`src/rtl/ram_arb_pkg.sv`:
```
// rtl/ram_arb_pkg.sv - shared types and constants for the RAM port arbiter
package ram_arb_pkg;

   localparam int RAM_ADDR_W = 25;
   localparam int RAM_DATA_W = 16;

   localparam logic [1:0] REQ_SD     = 2'd0;
   localparam logic [1:0] REQ_VID    = 2'd1;
   localparam logic [1:0] REQ_CPU    = 2'd2;
   localparam logic [1:0] GRANT_NONE = 2'd3;

   typedef enum logic [1:0] {
      IDLE    = 2'd0,
      ISSUE   = 2'd1,
      WAIT_RD = 2'd2
   } arb_state_e;

   // One-hot strobe for a requester index; GRANT_NONE maps to no strobe.
   function automatic logic [2:0] req_onehot(input logic [1:0] idx);
      logic [2:0] oh;
      oh = 3'b000;
      case (idx)
         REQ_SD:  oh = 3'b001;
         REQ_VID: oh = 3'b010;
         REQ_CPU: oh = 3'b100;
         default: oh = 3'b000;
      endcase
      return oh;
   endfunction

endpackage

```
`src/rtl/ram_arb_select.sv`:
```
// rtl/ram_arb_select.sv - combinational winner selection among the three requesters
module ram_arb_select
   import ram_arb_pkg::*;
(
   input  logic [2:0] req_i,
   input  logic       boot_done_i,
   input  logic       rr_prefer_vid_i,
   output logic [1:0] winner_o,
   output logic       valid_o
);

   logic [2:0] elig;

   // Loader always wins; video/CPU only compete after boot, tie broken by the preference bit.
   always_comb begin
      elig     = {req_i[2] & boot_done_i, req_i[1] & boot_done_i, req_i[0]};
      valid_o  = |elig;
      winner_o = GRANT_NONE;
      if (elig[0]) begin
         winner_o = REQ_SD;
      end else if (elig[1] && elig[2]) begin
         winner_o = rr_prefer_vid_i ? REQ_VID : REQ_CPU;
      end else if (elig[1]) begin
         winner_o = REQ_VID;
      end else if (elig[2]) begin
         winner_o = REQ_CPU;
      end
   end

endmodule

```
`src/rtl/ram_port_arbiter.sv`:
```
// rtl/ram_port_arbiter.sv - three-way arbiter in front of the SDRAM controller
// Optional: RAM_ARB_ROUND_ROBIN_EN makes requesters 1 and 2 alternate on ties.
module ram_port_arbiter
   import ram_arb_pkg::*;
#(
   parameter int ADDR_W     = RAM_ADDR_W,
   parameter int DATA_W     = RAM_DATA_W,
   parameter int RD_TIMEOUT = 255
)(
   input  logic                  clk50,
   input  logic                  reset_n,
   input  logic                  boot_done,
   input  logic [2:0]            req_i,
   input  logic [2:0]            we_i,
   input  logic [3*ADDR_W-1:0]   addr_i,
   input  logic [3*DATA_W-1:0]   wdata_i,
   output logic [2:0]            op_begun_o,
   output logic [2:0]            rvalid_o,
   output logic [DATA_W-1:0]     rdata_o,
   output logic                  mem_req_o,
   output logic                  mem_we_o,
   output logic [ADDR_W-1:0]     mem_addr_o,
   output logic [DATA_W-1:0]     mem_wdata_o,
   input  logic                  mem_ack_i,
   input  logic                  mem_rvalid_i,
   input  logic [DATA_W-1:0]     mem_rdata_i,
   output logic [1:0]            grant_o,
   output logic                  timeout_err_o
);

   localparam int CNT_W = $clog2(RD_TIMEOUT + 1);
   localparam logic [CNT_W-1:0] CNT_LIMIT = CNT_W'(RD_TIMEOUT);

   arb_state_e          state_q, state_d;
   logic [1:0]          owner_q, owner_d;
   logic                we_q, we_d;
   logic [ADDR_W-1:0]   addr_q, addr_d;
   logic [DATA_W-1:0]   wdata_q, wdata_d;
   logic [CNT_W-1:0]    cnt_q, cnt_d, cnt_inc;
   logic                tout_q, tout_d;

   logic [1:0]          sel_win;
   logic                sel_valid;
   logic                rr_prefer;
   logic                lat_we;
   logic [ADDR_W-1:0]   lat_addr;
   logic [DATA_W-1:0]   lat_wdata;

`ifdef RAM_ARB_ROUND_ROBIN_EN
   logic rr_q, rr_d;
   assign rr_prefer = rr_q;
`else
   assign rr_prefer = 1'b1;
`endif

   ram_arb_select u_select (
      .req_i           (req_i),
      .boot_done_i     (boot_done),
      .rr_prefer_vid_i (rr_prefer),
      .winner_o        (sel_win),
      .valid_o         (sel_valid)
   );

   // Pick the winning requester's we/addr/wdata out of the flattened buses.
   always_comb begin
      lat_we    = we_i[0];
      lat_addr  = addr_i[0 +: ADDR_W];
      lat_wdata = wdata_i[0 +: DATA_W];
      case (sel_win)
         REQ_VID: begin
            lat_we    = we_i[1];
            lat_addr  = addr_i[ADDR_W +: ADDR_W];
            lat_wdata = wdata_i[DATA_W +: DATA_W];
         end
         REQ_CPU: begin
            lat_we    = we_i[2];
            lat_addr  = addr_i[2*ADDR_W +: ADDR_W];
            lat_wdata = wdata_i[2*DATA_W +: DATA_W];
         end
         default: ;
      endcase
   end

   assign cnt_inc = cnt_q + 1'b1;

   // Next-state and output decode; memory side only sees the latched copy of the request.
   always_comb begin
      state_d     = state_q;
      owner_d     = owner_q;
      we_d        = we_q;
      addr_d      = addr_q;
      wdata_d     = wdata_q;
      cnt_d       = cnt_q;
      tout_d      = tout_q;
`ifdef RAM_ARB_ROUND_ROBIN_EN
      rr_d        = rr_q;
`endif
      mem_req_o   = 1'b0;
      mem_we_o    = 1'b0;
      mem_addr_o  = '0;
      mem_wdata_o = '0;
      op_begun_o  = 3'b000;
      rvalid_o    = 3'b000;
      rdata_o     = '0;
      grant_o     = (state_q == IDLE) ? GRANT_NONE : owner_q;

      case (state_q)
         IDLE: begin
            if (sel_valid) begin
               owner_d = sel_win;
               we_d    = lat_we;
               addr_d  = lat_addr;
               wdata_d = lat_wdata;
               cnt_d   = '0;
               state_d = ISSUE;
`ifdef RAM_ARB_ROUND_ROBIN_EN
               if (sel_win == REQ_VID) rr_d = 1'b0;
               if (sel_win == REQ_CPU) rr_d = 1'b1;
`endif
            end
         end
         ISSUE: begin
            mem_req_o   = 1'b1;
            mem_we_o    = we_q;
            mem_addr_o  = addr_q;
            mem_wdata_o = wdata_q;
            if (mem_ack_i) begin
               op_begun_o = req_onehot(owner_q);
               if (we_q) begin
                  state_d = IDLE;
               end else if (mem_rvalid_i) begin
                  rvalid_o = req_onehot(owner_q);
                  rdata_o  = mem_rdata_i;
                  state_d  = IDLE;
               end else begin
                  cnt_d   = '0;
                  state_d = WAIT_RD;
               end
            end
         end
         WAIT_RD: begin
            if (mem_rvalid_i) begin
               rvalid_o = req_onehot(owner_q);
               rdata_o  = mem_rdata_i;
               state_d  = IDLE;
            end else if (cnt_inc == CNT_LIMIT) begin
               tout_d  = 1'b1;
               state_d = IDLE;
            end else begin
               cnt_d = cnt_inc;
            end
         end
         default: state_d = IDLE;
      endcase
   end

   assign timeout_err_o = tout_q;

   // State register with synchronous active-low reset; reset abandons any in-flight read.
   always_ff @(posedge clk50) begin
      if (!reset_n) begin
         state_q <= IDLE;
         owner_q <= GRANT_NONE;
         we_q    <= 1'b0;
         addr_q  <= '0;
         wdata_q <= '0;
         cnt_q   <= '0;
         tout_q  <= 1'b0;
`ifdef RAM_ARB_ROUND_ROBIN_EN
         rr_q    <= 1'b1;
`endif
      end else begin
         state_q <= state_d;
         owner_q <= owner_d;
         we_q    <= we_d;
         addr_q  <= addr_d;
         wdata_q <= wdata_d;
         cnt_q   <= cnt_d;
         tout_q  <= tout_d;
`ifdef RAM_ARB_ROUND_ROBIN_EN
         rr_q    <= rr_d;
`endif
      end
   end

endmodule

```
`config.mk`:
```
export PLATFORM = sky130hd
export DESIGN_NAME = ram_port_arbiter
export DESIGN_NICKNAME = d
export VERILOG_FILES = /design/src/rtl/ram_arb_pkg.sv /design/src/rtl/ram_arb_select.sv /design/src/rtl/ram_port_arbiter.sv
export SDC_FILE = /design/constraint.sdc
export NUM_CORES = 1
export LEC_CHECK = 0
export CAP_MARGIN = 30
export CORE_UTILIZATION = 38
export CTS_CLUSTER_SIZE = 14
export DETAILED_ROUTE_END_ITERATION = 8
export PLACE_DENSITY = 0.82
export SLEW_MARGIN = 30
export SYNTH_ARGS = -nofsm -noshare
export SYNTH_HDL_FRONTEND = slang
export SYNTH_SLANG_ARGS = --single-unit
```
`constraint.sdc`:
```
create_clock -name clk50 -period 2.4 [get_ports clk50]
set_input_delay 0.48 -clock clk50 [delete_from_list [all_inputs] [get_ports clk50]]
set_output_delay 0.48 -clock clk50 [all_outputs]
set_load 0.1 [all_outputs]
```
==> out/qor.csv, run 1 <==
stage;metric;value;unit
yosys;ys.flop_type;dfxtp_1;
worst_setup_path;cp_cell_sequence;inv_2, ha_4, nand2_8, nor2_4, o211a_4, buf_12, and2_4, buf_12;
global_routing;grt_use_met1;30.69;%
placed_design;dp_hpwl;10160;um
yosys;seq_area_frac_synth;30.59;%
finish;design_area;6948;um2
drt;antenna_left;0;
power_and_ir_drop;internal_power;2043;uW
timing;setup-violations-final;0;
die;die_h;99.33;um
yosys;syn_nets;677;
global_routing;antenna_found_initial;0;
drt;drc_errors;0;
yosys;async_flop_share;0;%
yosys;netlist.area_leader.share;30.59;%
global_routing;grt_max_degree;53;
yosys;synth_area_leaders;dfxtp_1 31%, nor2_1 13%, a21oi_1 12%;
drt;dr.pass1.iters;4;
timing;fmax;0.4325;GHz
finish;num_antenna_cells;0;
cts;clock_path_buffers;2;
cts;hold_buffers;0;
power_and_ir_drop;power_frac_comb;53.7;%
yosys;synth_common_cells;129 x nor2_1, 88 x a21oi_1, 58 x and2_1;
power_and_ir_drop;clkPwrFrac;15.8;%
finish;fillerInstances;667;
yosys;yosys.cell_count.top_type;nor2_1;
worst_setup_path;cp_max_fo;10;
yosys;ys_types;46;
global_routing;top_usage_layer;met2;
worst_setup_path;crit_required;1.92;ns
drt;post_drt_wl_per_cell;15.56;um
yosys;yosys.area.top_type;dfxtp_1;
placed_design;dpl-instance-area;6809;um2
timing;rsz0062_at_grt;no;
timing;finalMaxSlewViolations;0;
timing;period_share;96.34;%
finish;fin_nets;883;
die;core_area;9196;um2
power_and_ir_drop;switching_power;1524;uW
cts;clk_pin_slew;0.11;ns
die;boundaryPins;218;
power_and_ir_drop;seqPwrFrac;30.5;%
placed_design;dp_slack;-0.09164;ns
flow_run;max_cap_viol_count;0;
finish;area_growth;93.01;%
global_routing;grt_pass1_wl;20820;um
power_and_ir_drop;leakagePower;0.002751;uW
cts;h-tree-depth;2;
cts;cts.sinks;55;
power_and_ir_drop;power_density;513.4;nW/um2
worst_setup_path;crit_top_cell;buf_12;
status;status;finished, final reports clean;
cts;tritoncts;yes;
timing;period_needed;2.312;ns
die;row_count;35;
global_routing;globalRouteTotalUtil;26.19;%
yosys;syn_avg_cell_area;6.936;um2
die;start_util;39.14;%
worst_setup_path;worstPathArrival;1.83;ns
drt;vias;4514;
worst_setup_path;endpoint_kind;primary output;
yosys;synth_warnings;0;
power_and_ir_drop;p_total;3567;uW
die;dieArea;9866;um2
worst_setup_path;crit_buf_inv;3;
placed_design;numPortBuffers;217;
yosys;netlist_area;3600;um2
cts;cts_made_buffers;5;
worst_setup_path;cpPeakStageDelay;0.37;ns
yosys;syn_inst;519;
drt;wl;13020;um
timing;relSlewSlack;63.16;%
global_routing;gr-usage-met2;48.29;%
timing;whs;0.4900;ns
timing;tightest_slew;0.5509;ns
worst_setup_path;cp_slowest_cell;dfxtp_2;
yosys;ys_seq_elements;55;
power_and_ir_drop;swShare;42.73;%
cts;clockRootBuffer;clkbuf_8;
die;die_w;99.33;um
drt;first_iter_violations;196;
global_routing;grt_pass1_vias;4335;
global_routing;use_met3;4.989;%
drt;vias_per_cell;5.393;
global_routing;grt_overflow;0;
timing;final-hold-violation-count;0;
power_and_ir_drop;max-vdd-ir-drop;0.3119;mV
min_path;hp-class;register to register;
finish;drive_gt1_share;25.76;%
worst_setup_path;critPathKind;register to primary output;
timing;skew;0.009166;ns
cts;clock_latency;0.32;ns
worst_setup_path;start_kind;register;
yosys;synth_edf_count;0;
timing;setup_slack;0.08793;ns
placed_design;gp_congestion;0.8146;
worst_setup_path;crit_family;buffers and inverters;
[kinds of logic (layout without fill, tap and decap cells)]
| kind of cell | count (synthesis) | count (layout) | synth area share, % |
|---|---|---|---|
| multiplexers | 1 | 1 | 0.2781 |
| AO/OA/AOI/OAI | 163 | 163 | 28.05 |
| adder cells (fa/ha/maj) | 8 | 8 | 2.781 |
| buffers and inverters | 57 | 264 | 6.465 |
| AND/OR/NAND/NOR | 235 | 235 | 31.84 |
| flip-flops | 55 | 55 | 30.59 |
[registers in the layout (all words and copies together) (netlist names)]
register,count
owner_q,2
cnt_q,8
timeout_err_o,1
we_q,1
state_q,2
addr_q,25
wdata_q,16
[power groups by stage]
stage               registers (uW)  clock network (uW)  logic [uW]
finish                        1090                 563        1910
global route                  1100                 608        2040
CTS                           1090                 569        1910
detailed placement            1110                   0        1880
global placement              1100                   0        1840
floorplan                     1090                   0        1130
[placed cells by master (no fill, tap or decap), types with 2 or more instances in the layout]
cell and count:
inv_1 12, a21oi_1 88, nand3_1 3, or2_2 3, or3_1 4, o32ai_1 3, nor3_4 2, a21boi_0 2
nand3_2 2, o22ai_1 4, or4_1 2, o21ai_1 2, a31oi_1 2, and3b_2 2, buf_12 71, and2_4 10
and2_2 47, ha_1 6, nor2_1 128, dfxtp_1 51, a22oi_1 42, clkbuf_8 5, o211ai_1 2, dfxtp_2 4
nor3b_4 3, nand2_1 15, o21a_1 3, buf_4 23, clkdlybuf4s50_1 148, o211a_1 2, nor3_1 2
[per-layer routing]
metal / share of wire (%) / wire (um)
met2: 52 / 6761
met5: 0 / 0
met3: 6.2 / 803
met1: 40 / 5150
met4: 2.3 / 305
[worst register-to-register path, delay by kind of cell (launching register included)]
family,cells,cell delay (ns)
simple gates,3,0.87
fa+ha+maj,1,0.19
compound gates,3,0.55
buf+inv,2,0.24
flops,1,0.39
[per-stage QoR]
step	utilization, %	std cells	TNS [ns]
after floorplan	-	519	-0.9658
after global placement	74.04	826	-0.2944
after detailed placement	74.04	826	-2.252
after CTS	75.32	837	0
after global routing	75.55	837	0
final	75.55	837	0
[path summary, 6_finish.rpt]
path / startpoint / to / slack, ns / depth (start not counted)
setup / recovery: state_q[1] / rdata_o[7] / 0.09 / 8
hold / removal: wdata_q[12] / wdata_q[12] / 0.49 / 2
setup reg to reg: state_q[1] / cnt_q[3] / 0.11 / 9
hold reg to reg: wdata_q[12] / wdata_q[12] / 0.49 / 2
[cell type report]
type / instances / area, um2 / area share, %
timing repair buffer: 243 / 3084 / 44.39
multi-input combinational: 407 / 2474 / 35.60
tap: 111 / 138.9 / 1.999
inverter: 13 / 48.80 / 0.7023
clock buffer: 5 / 68.82 / 0.9905
sequential: 55 / 1106 / 15.92
clock inverter: 3 / 27.53 / 0.3962
[repair_timing]
item,4_1_cts,5_1_grt
endpoints found under the setup margin,11,6
buffers inserted,3,0
gates resized for setup,1,5
(Power assumes the default switching activity.)
==> run 2: changes to the inputs <==
- CTS_CLUSTER_SIZE: 14 -> default
- REMOVE_ABC_BUFFERS: default -> 1
==> run 2 against run 1 <==
Against the previous run: maximum frequency down 3.4%; hold slack worse by 0.0067 ns; sequential cell count unchanged; global-route usage grew 1.1 points; critical path type is now register to register; largest cell class unchanged; highest routed layer unchanged.
==> out/qor.csv, run 2 (same netlist as run 1, synthesis figures left out) <==
stage;metric;value;unit;change
cts;clock_path_buffers;2;;unchanged
global_routing;grt_pass1_vias;4438;;was 4335
min_path;hold_start;addr_q[24];;was wdata_q[12]
power_and_ir_drop;max-vdd-ir-drop;0.2720;mV;was 0.3119 mV
placed_design;numPortBuffers;217;;unchanged
drt;dr.pass1.iters;5;;was 4
timing;period_share;99.73;%;was 96.34%
die;die_h;99.33;um;unchanged
worst_setup_path;crit_required;2.58;ns;was 1.92 ns
die;core_area;9196;um2;unchanged
power_and_ir_drop;power_density;505.5;nW/um2;was 513.4 nW/um2
placed_design;gp_congestion;0.8759;;was 0.8146
cts;tritoncts;yes;;unchanged
timing;finalMaxSlewViolations;0;;unchanged
timing;setup_slack;0.006420;ns;was 0.08793 ns
drt;post_drt_wl_per_cell;16.27;um;was 15.56 um
worst_setup_path;r2r_start;state_q[1];;unchanged
finish;area_growth;95.62;%;was 93.01%
drt;drc_errors;0;;unchanged
global_routing;globalRouteTotalUtil;27.29;%;was 26.19%
timing;tightest_slew;0.6089;ns;was 0.5509 ns
drt;antenna_left;0;;unchanged
finish;fin_util;76.57;%;was 75.55%
drt;wl;13950;um;was 13020 um
timing;fin_setup_tns;0;ns;unchanged
drt;vias_per_cell;5.400;;was 5.393
placed_design;dpl-instance-area;6694;um2;was 6809 um2
die;start_util;39.14;%;unchanged
finish;fin_nets;904;;was 883
global_routing;grt_pass1_wl;21380;um;was 20820 um
worst_setup_path;worstPathArrival;2.58;ns;was 1.83 ns
timing;relSlewSlack;59.28;%;was 63.16%
min_path;holdPathEnd;addr_q[24];;was wdata_q[12]
finish;fillerInstances;620;;was 667
min_path;hp-class;register to register;;unchanged
worst_setup_path;cp_max_fo;5;;was 10
cts;h-tree-depth;2;;unchanged
cts;clk_pin_slew;0.10;ns;was 0.11 ns
global_routing;antenna_found_initial;0;;unchanged
die;boundaryPins;218;;unchanged
finish;design_area;7042;um2;was 6948 um2
cts;clockRootBuffer;clkbuf_8;;unchanged
min_path;whs_path_depth;2;;unchanged
finish;drive_gt1_share;21.05;%;was 25.76%
timing;period_needed;2.394;ns;was 2.312 ns
placed_design;dp_hpwl;10220;um;was 10160 um
drt;first_iter_violations;155;;was 196
power_and_ir_drop;leakagePower;0.002814;uW;was 0.002751 uW
timing;skew;0.008218;ns;was 0.009166 ns
cts;cts.sinks;55;;unchanged
worst_setup_path;r2r-end;state_q[1];;was cnt_q[3]
finish;reg_top3;addr_q x25, wdata_q x16, cnt_q x8;;unchanged
finish;layout_common_cells;148 x clkdlybuf4s50_1, 128 x nor2_1, 88 x a21oi_1, 71 x buf_12, 52 x dfxtp_1;;was 148 x clkdlybuf4s50_1, 128 x nor2_1, 88 x a21oi_1, 71 x buf_12, 51 x dfxtp_1
cts;clock_latency;0.30;ns;was 0.32 ns
die;die_w;99.33;um;unchanged
die;dieArea;9866;um2;unchanged
finish;top_register;addr_q;;unchanged
timing;rsz0062_at_grt;yes;;was no
global_routing;grt_overflow;0;;unchanged
worst_setup_path;endpoint_kind;register;;was primary output
worst_setup_path;r2r_cells;18;;was 9
timing;setup-violations-final;0;;unchanged
timing;fmax;0.4178;GHz;was 0.4325 GHz
worst_setup_path;critPathKind;register to register;;was register to primary output
status;status;finished, final reports clean;;unchanged
timing;final-hold-violation-count;0;;unchanged
worst_setup_path;rrSetupSlack;0.006;ns;was 0.11 ns
global_routing;grt_max_degree;68;;was 53
finish;final_common_cell;clkdlybuf4s50_1;;unchanged
die;row_count;35;;unchanged
drt;vias;4628;;was 4514
worst_setup_path;start_kind;register;;unchanged
placed_design;dp_slack;-0.1824;ns;was -0.09164 ns
flow_run;max_cap_viol_count;0;;unchanged
finish;num_antenna_cells;0;;unchanged
finish;largest_reg_flops;25;;unchanged
cts;cts_made_buffers;5;;unchanged
## run 2: cell count changes in the layout (fill, tap and decap cells not counted), sizes merged
cell and change:
clkinvlp -1, inv -1, buf +20, clkbuf +2
## run 2: critical path, stage by stage (launching register included)
cell,delay (ns)
dfxtp_4,0.37
inv_4,0.04
ha_4,0.17
nand2_4,0.07
nor2_4,0.04
buf_6,0.11
buf_4,0.12
buf_4,0.13
buf_4,0.13
buf_4,0.12
buf_4,0.12
buf_4,0.12
buf_4,0.12
buf_4,0.12
buf_6,0.11
buf_6,0.11
nand2_2,0.05
a211o_1,0.12
a31oi_2,0.11
## run 2: cell type report
class | instances | area, um2 | share of cell area [%]
clock buffers | 6 | 82.58 | 1.173
clock inverters | 1 | 5.005 | 0.07107
inverters | 13 | 51.30 | 0.7285
multi-input cells | 407 | 2362 | 33.55
flip-flops and latches | 55 | 1107 | 15.72
well taps | 111 | 138.9 | 1.972
repair buffers | 264 | 3294 | 46.78
## run 2: worst max path at each step
stage                from           to  slack [ns]  depth (start not counted)
6_report       state_q[1]   state_q[1]       0.006                         18
5_1_grt          cnt_q[1]   state_q[1]       -0.05                          7
4_1_cts        state_q[1]  rvalid_o[0]        0.01                          9
3_5_place_dp    boot_done   wdata_q[2]       -0.18                         11
3_3_place_gp    boot_done   addr_q[22]       -0.12                         11
2_1_floorplan  state_q[1]  rvalid_o[0]       -2.75                          6
## run 2: metrics by stage
| stage | cells | hold WS [ns] | total power (uW) |
|---|---|---|---|
| 4_1_cts | 855 | 0.4868 | 3512 |
| 5_1_grt | 857 | 0.5046 | 3731 |
| 2_1_floorplan | 475 | 0.4461 | 2108 |
| 3_5_place_dp | 836 | 0.4657 | 2937 |
| 3_3_place_gp | 836 | 0.4553 | 2888 |
| 6_report | 857 | 0.4833 | 3559 |
## run 2: routing by layer
| layer | routed length [um] | track usage [%] | part of all wire, % | vias to the layer above |
|---|---|---|---|---|
| met1 | 4879 | 28.14 | 35 | 2115 |
| met5 | 0 | 0 | 0 | - |
| li1 | - | - | - | 2236 |
| met3 | 1175 | 7.027 | 8.4 | 45 |
| met4 | 636 | 13.01 | 4.6 | 0 |
| met2 | 7253 | 51.23 | 52 | 232 |
## run 2: power breakdown
group	total [uW]	leakage [uW]	switching, uW	internal, uW
clock network	518	0.0000470	291	227
logic	1960	0.00232	1120	841
registers	1080	0.000451	64.8	1010
total	3560	0.00281	1480	2080
## run 2: repair_timing
item	CTS	global route
endpoints found under the setup margin	19	49
cloned	1	1
pin swaps	3	4
buffers inserted	11	1
hold buffers	0	0
gates resized for setup	20	14
